File: src/rtl/uart_loader_if.sv
// uart_loader_if: receiver byte stream in, instruction-memory write port out.
interface uart_loader_if #(parameter int ADDR_W = 15);
    logic              rx_valid;
    logic [7:0]        rx_data;
    logic              imem_we;
    logic [ADDR_W-1:0] imem_addr;
    logic [31:0]       imem_wdata;
    modport master (output rx_valid, rx_data, input imem_we, imem_addr, imem_wdata);
    modport slave  (input rx_valid, rx_data, output imem_we, imem_addr, imem_wdata);
endinterface

File: src/rtl/uart_loader.sv
// uart_loader: parses a length-prefixed big-endian word image from UART bytes
// and writes it to instruction memory, raising done when complete.
module uart_loader #(
    parameter int ADDR_W    = 15,
    parameter int BASE_ADDR = 0
) (
    input  logic            clk,
    input  logic            rstn,
    uart_loader_if.slave    bus,
    input  logic            restart,
    output logic            loading,
    output logic            done,
    output logic            err,
    output logic [ADDR_W:0] words_written
);
    typedef enum logic [1:0] {S_HDR, S_DATA, S_DONE, S_ERR} state_t;

    localparam logic [32:0]       LIM  = (33'd1 << ADDR_W) - 33'(BASE_ADDR);
    localparam logic [ADDR_W-1:0] BASE = ADDR_W'(BASE_ADDR);
    localparam logic [ADDR_W:0]   ONE  = (ADDR_W+1)'(1);

    state_t            state_q, state_d;
    logic [1:0]        bidx_q, bidx_d;
    logic [31:0]       sh_q, sh_d, byte_sh;
    logic [ADDR_W:0]   remain_q, remain_d, ww_q, ww_d;
    logic              we_q, we_d, loading_q, loading_d, done_q, done_d, err_q, err_d;
    logic [ADDR_W-1:0] addr_q, addr_d;
    logic [31:0]       wdata_q, wdata_d;

    always_comb begin
        state_d   = state_q;
        bidx_d    = bidx_q;
        sh_d      = sh_q;
        remain_d  = remain_q;
        ww_d      = ww_q;
        we_d      = 1'b0;
        addr_d    = addr_q;
        wdata_d   = wdata_q;
        loading_d = loading_q;
        done_d    = done_q;
        err_d     = err_q;
        byte_sh   = 32'({sh_q, bus.rx_data});
        if (restart) begin
            // restart wins over a coincident byte, which is dropped
            state_d   = S_HDR;
            bidx_d    = '0;
            sh_d      = '0;
            remain_d  = '0;
            ww_d      = '0;
            addr_d    = '0;
            wdata_d   = '0;
            loading_d = 1'b0;
            done_d    = 1'b0;
            err_d     = 1'b0;
        end else if (bus.rx_valid && (state_q == S_HDR || state_q == S_DATA)) begin
            sh_d      = byte_sh;
            bidx_d    = bidx_q + 2'd1;
            loading_d = 1'b1;
            if (bidx_q == 2'd3 && state_q == S_HDR) begin
                if (byte_sh == 32'd0) begin
                    state_d   = S_DONE;
                    done_d    = 1'b1;
                    loading_d = 1'b0;
                end else if ({1'b0, byte_sh} > LIM) begin
                    state_d   = S_ERR;
                    err_d     = 1'b1;
                    loading_d = 1'b0;
                end else begin
                    remain_d = byte_sh[ADDR_W:0];
                    state_d  = S_DATA;
                end
            end else if (bidx_q == 2'd3) begin
                we_d     = 1'b1;
                wdata_d  = byte_sh;
                addr_d   = BASE + ww_q[ADDR_W-1:0];
                ww_d     = ww_q + ONE;
                remain_d = remain_q - ONE;
                if (remain_q == ONE) begin
                    state_d   = S_DONE;
                    done_d    = 1'b1;
                    loading_d = 1'b0;
                end
            end
        end
    end

    always_ff @(posedge clk or negedge rstn) begin
        if (!rstn) begin
            state_q   <= S_HDR;
            bidx_q    <= '0;
            sh_q      <= '0;
            remain_q  <= '0;
            ww_q      <= '0;
            we_q      <= 1'b0;
            addr_q    <= '0;
            wdata_q   <= '0;
            loading_q <= 1'b0;
            done_q    <= 1'b0;
            err_q     <= 1'b0;
        end else begin
            state_q   <= state_d;
            bidx_q    <= bidx_d;
            sh_q      <= sh_d;
            remain_q  <= remain_d;
            ww_q      <= ww_d;
            we_q      <= we_d;
            addr_q    <= addr_d;
            wdata_q   <= wdata_d;
            loading_q <= loading_d;
            done_q    <= done_d;
            err_q     <= err_d;
        end
    end

    assign bus.imem_we    = we_q;
    assign bus.imem_addr  = addr_q;
    assign bus.imem_wdata = wdata_q;
    assign loading        = loading_q;
    assign done           = done_q;
    assign err            = err_q;
    assign words_written  = ww_q;
endmodule

File: src/flat_wrapper.sv
// flat-port wrapper written by rule: the top's interface ports become plain ports
module uart_loader_flat 
#(
    parameter int ADDR_W    = 15,
    parameter int BASE_ADDR = 0
)
  (clk, rstn, restart, loading, done, err, words_written, bus_rx_valid, bus_rx_data, bus_imem_we, bus_imem_addr, bus_imem_wdata);
  uart_loader_if #(.ADDR_W(ADDR_W)) bus_i ();
  input  logic clk;
  input  logic rstn;
  input  logic restart;
  output logic loading;
  output logic done;
  output logic err;
  output logic [ADDR_W:0] words_written;
  input wire logic [$bits(bus_i.rx_valid)-1:0] bus_rx_valid;
  input wire logic [$bits(bus_i.rx_data)-1:0] bus_rx_data;
  output wire logic [$bits(bus_i.imem_we)-1:0] bus_imem_we;
  output wire logic [$bits(bus_i.imem_addr)-1:0] bus_imem_addr;
  output wire logic [$bits(bus_i.imem_wdata)-1:0] bus_imem_wdata;
  assign bus_i.rx_valid = bus_rx_valid;
  assign bus_i.rx_data = bus_rx_data;
  assign bus_imem_we = bus_i.imem_we;
  assign bus_imem_addr = bus_i.imem_addr;
  assign bus_imem_wdata = bus_i.imem_wdata;
  uart_loader #(.ADDR_W(ADDR_W), .BASE_ADDR(BASE_ADDR)) u_core (.clk(clk), .rstn(rstn), .bus(bus_i), .restart(restart), .loading(loading), .done(done), .err(err), .words_written(words_written));
endmodule
File: config.mk
export PLATFORM = sky130hd
export DESIGN_NAME = uart_loader_flat
export DESIGN_NICKNAME = d
export VERILOG_FILES = /design/src/rtl/uart_loader_if.sv /design/src/rtl/uart_loader.sv /design/src/flat_wrapper.sv
export SDC_FILE = /design/constraint.sdc
export NUM_CORES = 1
export LEC_CHECK = 0
export BUFFER_PORTS_ARGS = -buffer_cell sky130_fd_sc_hd__buf_2
export CAP_MARGIN = 20
export CORE_MARGIN = 1.5
export CORE_UTILIZATION = 61
export CTS_CLUSTER_DIAMETER = 40
export DETAILED_ROUTE_END_ITERATION = 8
export HOLD_SLACK_MARGIN = 0.15
export MAX_ROUTING_LAYER = met4
export PLACE_DENSITY_LB_ADDON = 0.15
export SYNTH_ARGS = -nofsm -noshare
export SYNTH_HDL_FRONTEND = slang
export SYNTH_SLANG_ARGS = --single-unit
File: constraint.sdc
create_clock -name clk -period 3.4 [get_ports clk]
set_input_delay 0.34 -clock clk [delete_from_list [all_inputs] [get_ports clk]]
set_output_delay 0.34 -clock clk [all_outputs]
set_load 0.01 [all_outputs]
==> results of run 1 <==
[power groups by stage]
stage               logic, mW  clock network, mW  registers (mW)
finish                  0.194              0.786            1.36
global route            0.215              0.852            1.36
CTS                     0.192              0.805            1.35
detailed placement      0.190                  0            1.38
global placement        0.187                  0            1.38
floorplan               0.118                  0            1.37
[registers in the layout, summed over array words and instances, names as in the netlist]
signal	cells
u_core.bus.imem_wdata	32
u_core.sh_q	24
u_core.remain_q	16
u_core.words_written	16
u_core.bus.imem_addr	15
u_core.bidx_q	2
u_core.state_q	2
u_core.bus.imem_we	1
u_core.done	1
u_core.err	1
u_core.loading	1
[how the worst min path moves through the flow]
stage	to	slack [ns]	cells after the start
final	u_core.sh_q[5]$_DFFE_PN0P_	0.25	3
after global routing	u_core.sh_q[6]$_DFFE_PN0P_	0.23	3
after CTS	u_core.sh_q[5]$_DFFE_PN0P_	0.23	3
after detailed placement	u_core.remain_q[11]$_DFFE_PN0P_	0.41	1
after global placement	u_core.remain_q[11]$_DFFE_PN0P_	0.40	1
after floorplan	u_core.bidx_q[0]$_DFFE_PN0P_	0.04	0
[routing by layer]
metal	up-vias	routed length [um]	GRT usage (%)
li1	2113	-	-
met1	2158	5640	41.0
met2	160	6230	48.3
met3	28	587	4.67
met4	0	431	14.9
met5	-	0	-
[tightest hold or removal path, cell delays in order]
cell	delay (ns)
buf_2	0.13
nand2_1	0.06
a21oi_1	0.05
[final cells by class]
type,instances,share of cell area (%)
Sequential cell,111,47.9
Multi-Input combinational cell,432,38.0
Timing Repair Buffer,87,7.99
Clock buffer,11,2.61
Tap cell,105,2.27
Clock inverter,5,0.863
Inverter,6,0.389
[logic make-up after synthesis]
family / Yosys count / share of synthesized area (%)
and+or+nand+nor: 265 / 23.2
AOI/OAI and AO/OA: 142 / 14.9
DFF: 111 / 54.1
buffers and inverters: 43 / 3.19
xor gates and xnor gates: 15 / 2.56
muxes: 6 / 1.22
adders and majority gates: 4 / 0.974
[timing repair]
action	4_1_cts	5_1_grt
hold endpoints to repair	48	0
buffers inserted	0	0
hold buffers	1	0
[placed cells by master (no fill, tap or decap), types with 11 or more instances in the layout]
master	n
nand2_1	166
dfrtp_1	111
a21oi_1	96
buf_2	77
nor2_1	26
nor3_1	16
o21ai_0	13
nor4_1	12
xor2_1	12
o21ai_1	12
clkbuf_8	11
[through the flow]
step | instance area [sq um] | util [%] | setup slack, ns | instances
finish | 5800 | 70.9 | 0.839 | 757
floorplan | 5140 | - | 1.15 | 586
CTS | 5800 | 70.9 | 0.880 | 757
global route | 5800 | 70.9 | 0.702 | 757
detailed placement | 5590 | 68.3 | 0.918 | 740
global placement | 5590 | 68.3 | 0.990 | 740
==> impl_metrics.toml, run 1 <==
[final_layout]
fill_cells = 648
diodes = 0
nNetsFinal = 663
multi_input_area_sq_um = 2200
area_growth_syn_to_layout_pct = 12.8
regArea_sq_um = 2780
drive_gt1_share_pct = 17.5

[setup_path]
startpoint_type = "flip-flop"
cp.required_ns = 3.69
critPathLaunch = "u_core.remain_q[0]$_DFFE_PN0P_"
crit_fanout = 5
ff2ff_path_depth = 8
cp_data_arrival_time_ns = 2.85
crit_type = "reg2reg"
cpPeakStageDelay_ns = 0.47
r2r_setup_slack_ns = 0.84
cp_top_family = "simple AND/OR/NAND/NOR gates"
crit_chain = "inv_1 -> ha_1 -> or3b_1 -> or4_4 -> nor4_1 -> a21oi_1 -> or3_1 -> a21oi_1"
crit_top_cell = "a21oi_1"
critPathSlowestCell = "or4_4"
end_kind = "flip-flop"
crit_buf_inv = 1
reg2reg_from = "u_core.remain_q[0]$_DFFE_PN0P_"
critical_path_depth = 8
cp-endpoint = "u_core.remain_q[8]$_DFFE_PN0P_"
r2r_end = "u_core.remain_q[8]$_DFFE_PN0P_"

[routing]
wl_mm = 12.9
via_per_inst = 5.89
drcViolationCount = 0
wl_per_cell_um = 17.0
drt_iter0_markers = 396
first_pass_iters = 5
dr_total_vias = 4459
ant_nets = 0

[sta]
max_freq_mhz = 390
fin_setup_tns_ns = 0
finalHoldViolations = 0
rsz0062_at_grt = "false"
fin_skew_ns = 0.0141
relSlewSlack_pct = 34.3
fin_crit_ns = 2.56
worstMarginPinSlew_ns = 0.985
period_share_pct = 75.3
setup_viol = 0
report.final.slew_viol_count = 0
hold_ws_ns = 0.246

[grt]
track_usage_pct = 31.4
grt_overflow = 0
grt_pass1_vias = 4211
grt_max_degree = 71
grt_first_pass_wirelength_mm = 20.8
grt_antenna_before_repair = 0

[die]
die_x_um = 94.8
rows = 33
start_util_pct = 62.9
fp.dieH_um = 94.8
dieArea_sq_um = 8980
core_sq_um = 8180
io_pins = 79

[synth]
ys_top_cells_by_area = "dfrtp_1 (54%), nand2_1 (12%), a21oi_1 (9.3%)"
syn_area_per_cell_sq_um = 8.77
synthArstFlopShare_pct = 100
yosysMostFrequentCell = "nand2_1"
syn_area_sq_um = 5140
synth-main-ff-cell = "dfrtp_1"
synth_seq_cells = 111
yosysWarningCount = 0
synthesis.nets = 602
ys_types = 46
synth_edf_count = 0
synth_top_cell_by_area = "dfrtp_1"
syn_inst = 586
seq_area_frac_synth_pct = 54.1
yosysTopAreaCellShare_pct = 54.1
ys_top_cells_by_count = "nand2_1 (166), dfrtp_1 (111), a21oi_1 (96)"

[clock_tree]
cts_tree = "built"
cts.sinks = 111
clkTransAtPathRegs_ns = 0.11
clk_path_buf_depth = 2
cts_made_buffers = 9
ctsResizeCount = 0
clk_latency_ns = 0.37
htreeDepth = 3
cts-root-buf = "clkbuf_8"

[power_and_ir_drop]
ir_drop_mv = 0.280
p_switching_mw = 0.623
power_density_nw_per_um2 = 403
p_clk_share_pct = 33.7
total_power_mw = 2.34
p_seq_share_pct = 58.0
p_comb_share_pct = 8.3
p_leak_nw = 2.72
switching_share_pct = 26.7
p_int_mw = 1.71

[place]
gp_congestion = 0.913
portBuffers = 78
hpwlAfterDp_mm = 8.73

[worst_hold_path]
hp-class = "in2reg"
min-delay-start = "bus_rx_data[5]"

[job]
drv_cap = 0

[outcome]
outcome = "completed"
No activity file was read; power rests on OpenSTA's default activity.
==> run 2: changes to the inputs <==
CORE_UTILIZATION = 51   (was 61)
clock period = 2.1 ns   (was 3.4 ns; I/O delays follow)
==> run 2 against run 1 <==
The run now ends with negative setup slack left. Wire length increased by 3.1%. Die area increased by 19%. Critical endpoint unchanged. Clock skew increased by 0.0061 ns. Highest routed layer unchanged. Largest cell class unchanged. Critical path type unchanged. Core utilization decreased by 5.8 points.
==> impl_metrics.toml, run 2 (synthesis gave the netlist of run 1 again) <==
[clock_tree]
htreeDepth = 3
cts-root-buf = "clkbuf_8"
cts_made_buffers = 9
clkTransAtPathRegs_ns = 0.12
cts.sinks = 111
cts_tree = "built"
clk_latency_ns = 0.38
clk_path_buf_depth = 2

[grt]
grt_max_degree = 77
track_usage_pct = 26.7
grt_overflow = 0
grt_first_pass_wirelength_mm = 21.5
grt_pass1_vias = 4394
grt_antenna_before_repair = 0

[sta]
fin_skew_ns = 0.0202
setup_ws_ns = -0.141
fin_crit_ns = 2.24
period_share_pct = 107
rsz0062_at_grt = "true"
relSlewSlack_pct = 53.0
report.final.slew_viol_count = 0
worstMarginPinSlew_ns = 0.704
hold_ws_ns = 0.299
setup_viol = 2
finalHoldViolations = 0
max_freq_mhz = 446

[power_and_ir_drop]
ir_drop_mv = 0.321
power_density_nw_per_um2 = 603
p_leak_nw = 3.01

[setup_path]
reg2reg_from = "u_core.remain_q[1]$_DFFE_PN0P_"
cp.required_ns = 2.41
crit_top_cell = "a21oi_2"
cp-endpoint = "u_core.remain_q[8]$_DFFE_PN0P_"
cp_top_family = "simple AND/OR/NAND/NOR gates"
end_kind = "flip-flop"
r2r_setup_slack_ns = -0.14
cpPeakStageDelay_ns = 0.46
startpoint_type = "flip-flop"
crit_buf_inv = 1
r2r_end = "u_core.remain_q[8]$_DFFE_PN0P_"
crit_chain = "inv_2 -> ha_4 -> or3b_4 -> or4_4 -> nor4_4 -> a21oi_2 -> or3_4 -> a21oi_2"
ff2ff_path_depth = 8
critPathLaunch = "u_core.remain_q[1]$_DFFE_PN0P_"
crit_type = "reg2reg"
critical_path_depth = 8
crit_fanout = 2
critPathSlowestCell = "or4_4"
cp_data_arrival_time_ns = 2.55

[routing]
first_pass_iters = 5
wl_mm = 13.3
dr_total_vias = 4733
via_per_inst = 5.64
ant_nets = 0
wl_per_cell_um = 15.8
drt_iter0_markers = 245
drcViolationCount = 0

[die]
start_util_pct = 52.6
core_sq_um = 9770
die_x_um = 103
fp.dieH_um = 103
io_pins = 79
dieArea_sq_um = 10700
rows = 36

[place]
hpwlAfterDp_mm = 9.13
place_area_sq_um = 5970
gp_congestion = 0.923
portBuffers = 78

[final_layout]
layout_commonest_cell = "nand2_1"
final_cell_mix = "nand2_1 (165), dfrtp_1 (111), a21oi_1 (93)"
fill_cells = 819
area_growth_syn_to_layout_pct = 23.8
utilization_pct = 65.1
drive_gt1_share_pct = 24.9
nNetsFinal = 717
final_cell_area_sq_um = 6360
largest_reg_flops = 32
diodes = 0

[worst_hold_path]
hp-class = "in2async"

[job]
drv_cap = 0

[outcome]
violations = "negative setup slack"
outcome = "complete, but fails checks"
==> run 2: cell types whose count changed in the layout (fill, tap and decap cells not counted), moves of 3 or more <==
cell           delta
buf_4            +42
clkinv_4          +3
dlygate4sd3_1     +8
a21oi_1           -3
nor3_2            +3
nor3_1            -3
a21oi_2           +3
nor4_1            -3
==> run 2: repair_timing <==
item | 4_1_cts | 5_1_grt
endpoints found under the hold margin | 65 | 0
resized for setup | 1 | 19
gates cloned | 0 | 0
buffers inserted | 0 | 4
hold buffers | 9 | 0
pin swaps | 0 | 6
setup endpoints to repair | 2 | 18
==> run 2: metal layers <==
metal	global-route usage (%)	share of wire (%)
met4	12.9	3.5
met5	-	0
met3	3.56	5.0
met2	42.2	49
met1	34.2	43
==> run 2: layout make-up <==
class / instances / area [sq um] / share of cell area, %
flip-flops and latches: 111 / 2780 / 43.6
inverters: 6 / 22.5 / 0.354
well taps: 133 / 166 / 2.62
clock buffers: 9 / 124 / 1.95
repair buffers: 141 / 921 / 14.5
clock inverters: 7 / 62.6 / 0.983
multi-input cells: 432 / 2290 / 36.0
==> run 2: report_power, final <==
part	total (mW)	internal, mW	leakage (nW)	switching (mW)
combinational	0.413	0.158	1.37	0.256
sequential	2.18	2.16	1.54	0.0201
clock	1.24	0.458	0.0976	0.784
==> run 2: worst reg2reg max path, delay by kind of cell, from the launching register on <==
| kind | cells | cell delay (ns) |
|---|---|---|
| AO/OA/AOI/OAI | 2 | 0.20 |
| AND/OR/NAND/NOR | 4 | 1.34 |
| buffers and inverters | 1 | 0.08 |
| adder cells (fa/ha/maj) | 1 | 0.12 |
| flip-flops | 1 | 0.42 |
==> run 2: per-stage QoR <==
step                TNS [ns]  worst slack [ns]  std cells  power [mW]
finish                -0.177            -0.141        839        3.84
CTS                   -0.170            -0.116        835        3.84
global route          -0.425            -0.193        839        3.98
global placement     -0.0574           -0.0574        810        2.58
detailed placement    -0.158            -0.123        810        2.59
floorplan             -0.145            -0.145        586        2.41
==> run 2: how the worst min path moves through the flow <==
stage / end / slack [ns] / cells after the start
global route: u_core.sh_q[3]$_DFFE_PN0P_ / 0.36 / 2
floorplan: u_core.bidx_q[0]$_DFFE_PN0P_ / -0.09 / 0
detailed placement: u_core.bus.imem_wdata[27]$_DFFE_PN0P_ / 0.18 / 1
CTS: u_core.words_written[2]$_DFFE_PN0P_ / 0.30 / 2
finish: u_core.remain_q[6]$_DFFE_PN0P_ / 0.30 / 2
global placement: u_core.bus.imem_wdata[27]$_DFFE_PN0P_ / 0.18 / 1
==> run 3: changes to the inputs <==
--- a/config.mk
+++ b/config.mk
@@ -16,2 +16,3 @@
 export PLACE_DENSITY_LB_ADDON = 0.15
+export RECOVER_POWER = 50
 export SYNTH_ARGS = -nofsm -noshare
==> constraint.sdc (replaced) <==
create_clock -name clk -period 2.1 [get_ports clk]
set_input_delay 0 -clock clk [delete_from_list [all_inputs] [get_ports clk]]
set_output_delay 0 -clock clk [all_outputs]
set_load 0.01 [all_outputs]
==> run 3 against run 2 <==
Wire length is 1.2% higher. Core utilization is 0.97 points lower. Register-to-register slack gained 0.06 ns. The run still ends with negative setup slack left. Sequential share of layout area increased by 0.66 points. Final cell count is 0.48% lower. Global-route usage increased by 0.71 points. First-iteration DRC count grew 2.0%. Final area fell by 1.5%. Critical path depth did not move. Clock power is 15% higher. Non-clock buffer count shrank 4. Total power increased by 4.3%.
==> impl_metrics.toml, run 3 (synthesis gave the netlist of run 1 again) <==
[routing]
wl_per_cell_um = 16.1
drt_iter0_markers = 250
via_per_inst = 5.54
dr_total_vias = 4628
first_pass_iters = 4
wl_mm = 13.4
drcViolationCount = 0
ant_nets = 0

[die]
io_pins = 79
core_sq_um = 9770
die_x_um = 103
rows = 36
dieArea_sq_um = 10700
fp.dieH_um = 103
start_util_pct = 52.6

[sta]
report.final.slew_viol_count = 0
finalHoldViolations = 0
rsz0062_at_grt = "true"
max_freq_mhz = 458
fin_skew_ns = 0.00875
fin_crit_ns = 2.18
period_share_pct = 104
setup_ws_ns = -0.0843
worstMarginPinSlew_ns = 1.01
relSlewSlack_pct = 32.7
setup_viol = 2

[outcome]
violations = "negative setup slack"
outcome = "complete, but fails checks"

[grt]
grt_pass1_vias = 4373
track_usage_pct = 27.4
grt_overflow = 0
grt_first_pass_wirelength_mm = 21.7
grt_antenna_before_repair = 0
grt_max_degree = 77

[final_layout]
layout_commonest_cell = "nand2_1"
area_growth_syn_to_layout_pct = 22.0
diodes = 0
largest_reg_flops = 32
final_cell_mix = "nand2_1 (165), dfrtp_1 (111), a21oi_1 (95)"
nNetsFinal = 713
drive_gt1_share_pct = 14.1
fill_cells = 887
utilization_pct = 64.1

[power_and_ir_drop]
power_density_nw_per_um2 = 638
p_leak_nw = 2.69
ir_drop_mv = 0.380

[job]
drv_cap = 0

[clock_tree]
clk_path_buf_depth = 2
htreeDepth = 3
cts.sinks = 111
cts_made_buffers = 9
clkTransAtPathRegs_ns = 0.10
cts_tree = "built"
clk_latency_ns = 0.37
cts-root-buf = "clkbuf_8"

[setup_path]
cp_data_arrival_time_ns = 2.48
crit_fanout = 2
end_kind = "flip-flop"
startpoint_type = "flip-flop"
cp.required_ns = 2.40
r2r_setup_slack_ns = -0.08
crit_type = "reg2reg"

[place]
hpwlAfterDp_mm = 9.04
portBuffers = 78
gp_congestion = 0.874
dpl_worst_slack_ns = -0.135

[worst_hold_path]
hp-class = "in2reg"
run 3: cell types whose count changed in the layout (fill, tap and decap cells not counted), moves of 3 or more:
cell	previous run	this run
buf_2	77	10
buf_4	51	43
clkbuf_1	0	69
clkinv_4	3	0
dlygate4sd3_1	9	13
run 3: routing by layer:
layer  up-vias  wire [um]  global-route usage [%]
met3        22        593                    3.97
li1       2223          -                       -
met5         -          0                       -
met4         0        308                    11.5
met2       148       6750                    43.9
met1      2235       5790                    35.1
run 3: area by class of cell:
| cell class | instances | area (sq um) | area share [%] |
|---|---|---|---|
| clock buffer | 12 | 145 | 2.32 |
| tap | 133 | 166 | 2.65 |
| clock inverter | 4 | 76.3 | 1.22 |
| timing repair buffer | 137 | 796 | 12.7 |
| sequential | 111 | 2780 | 44.3 |
| multi-input combinational | 432 | 2280 | 36.4 |
| inverter | 6 | 22.5 | 0.359 |
run 3: power by group:
group	internal, mW	switching, mW	total, mW
clock network	0.711	0.714	1.42
logic	0.151	0.245	0.396
registers	2.16	0.0210	2.18
run 3: critical path: stages (launching register included):
cell and delay, ns:
dfrtp_1 0.40, inv_2 0.09, ha_4 0.13, or3b_4 0.37, or4_4 0.43, nor4_2 0.14
a21oi_1 0.08, or3_1 0.34, a21oi_2 0.13
run 3: final timing paths:
path / from / end / depth (start not counted)
min reg2reg: u_core.bus.imem_wdata[25]$_DFFE_PN0P_ / u_core.bus.imem_wdata[25]$_DFFE_PN0P_ / 2
max in group asynchronous: rstn / u_core.bus.imem_wdata[27]$_DFFE_PN0P_ / 4
min in group asynchronous: rstn / u_core.sh_q[21]$_DFFE_PN0P_ / 3
max reg2reg: u_core.remain_q[0]$_DFFE_PN0P_ / u_core.remain_q[8]$_DFFE_PN0P_ / 8
max: u_core.remain_q[0]$_DFFE_PN0P_ / u_core.remain_q[8]$_DFFE_PN0P_ / 8
min: bus_rx_data[0] / u_core.sh_q[0]$_DFFE_PN0P_ / 4
run 3: what timing repair did:
item                                    4_1_cts  5_1_grt
endpoints found under the setup margin        2       18
gates resized for setup                       6       10
pin swaps                                     1        2
buffers inserted                              0        2
hold buffers                                 13        0
endpoints found under the hold margin       157        0
run 3: per-stage QoR:
step	hold slack [ns]	cell area [sq um]	cells	setup TNS [ns]	power (mW)
2_1_floorplan	-0.296	5140	586	-0.145	2.41
3_3_place_gp	0.0171	5920	804	-0.0363	2.58
3_5_place_dp	0.0143	5920	804	-0.182	2.59
4_1_cts	0.435	6290	833	-0.107	4.02
5_1_grt	0.455	6270	835	-0.750	4.16
6_report	0.450	6270	835	-0.105	4.00
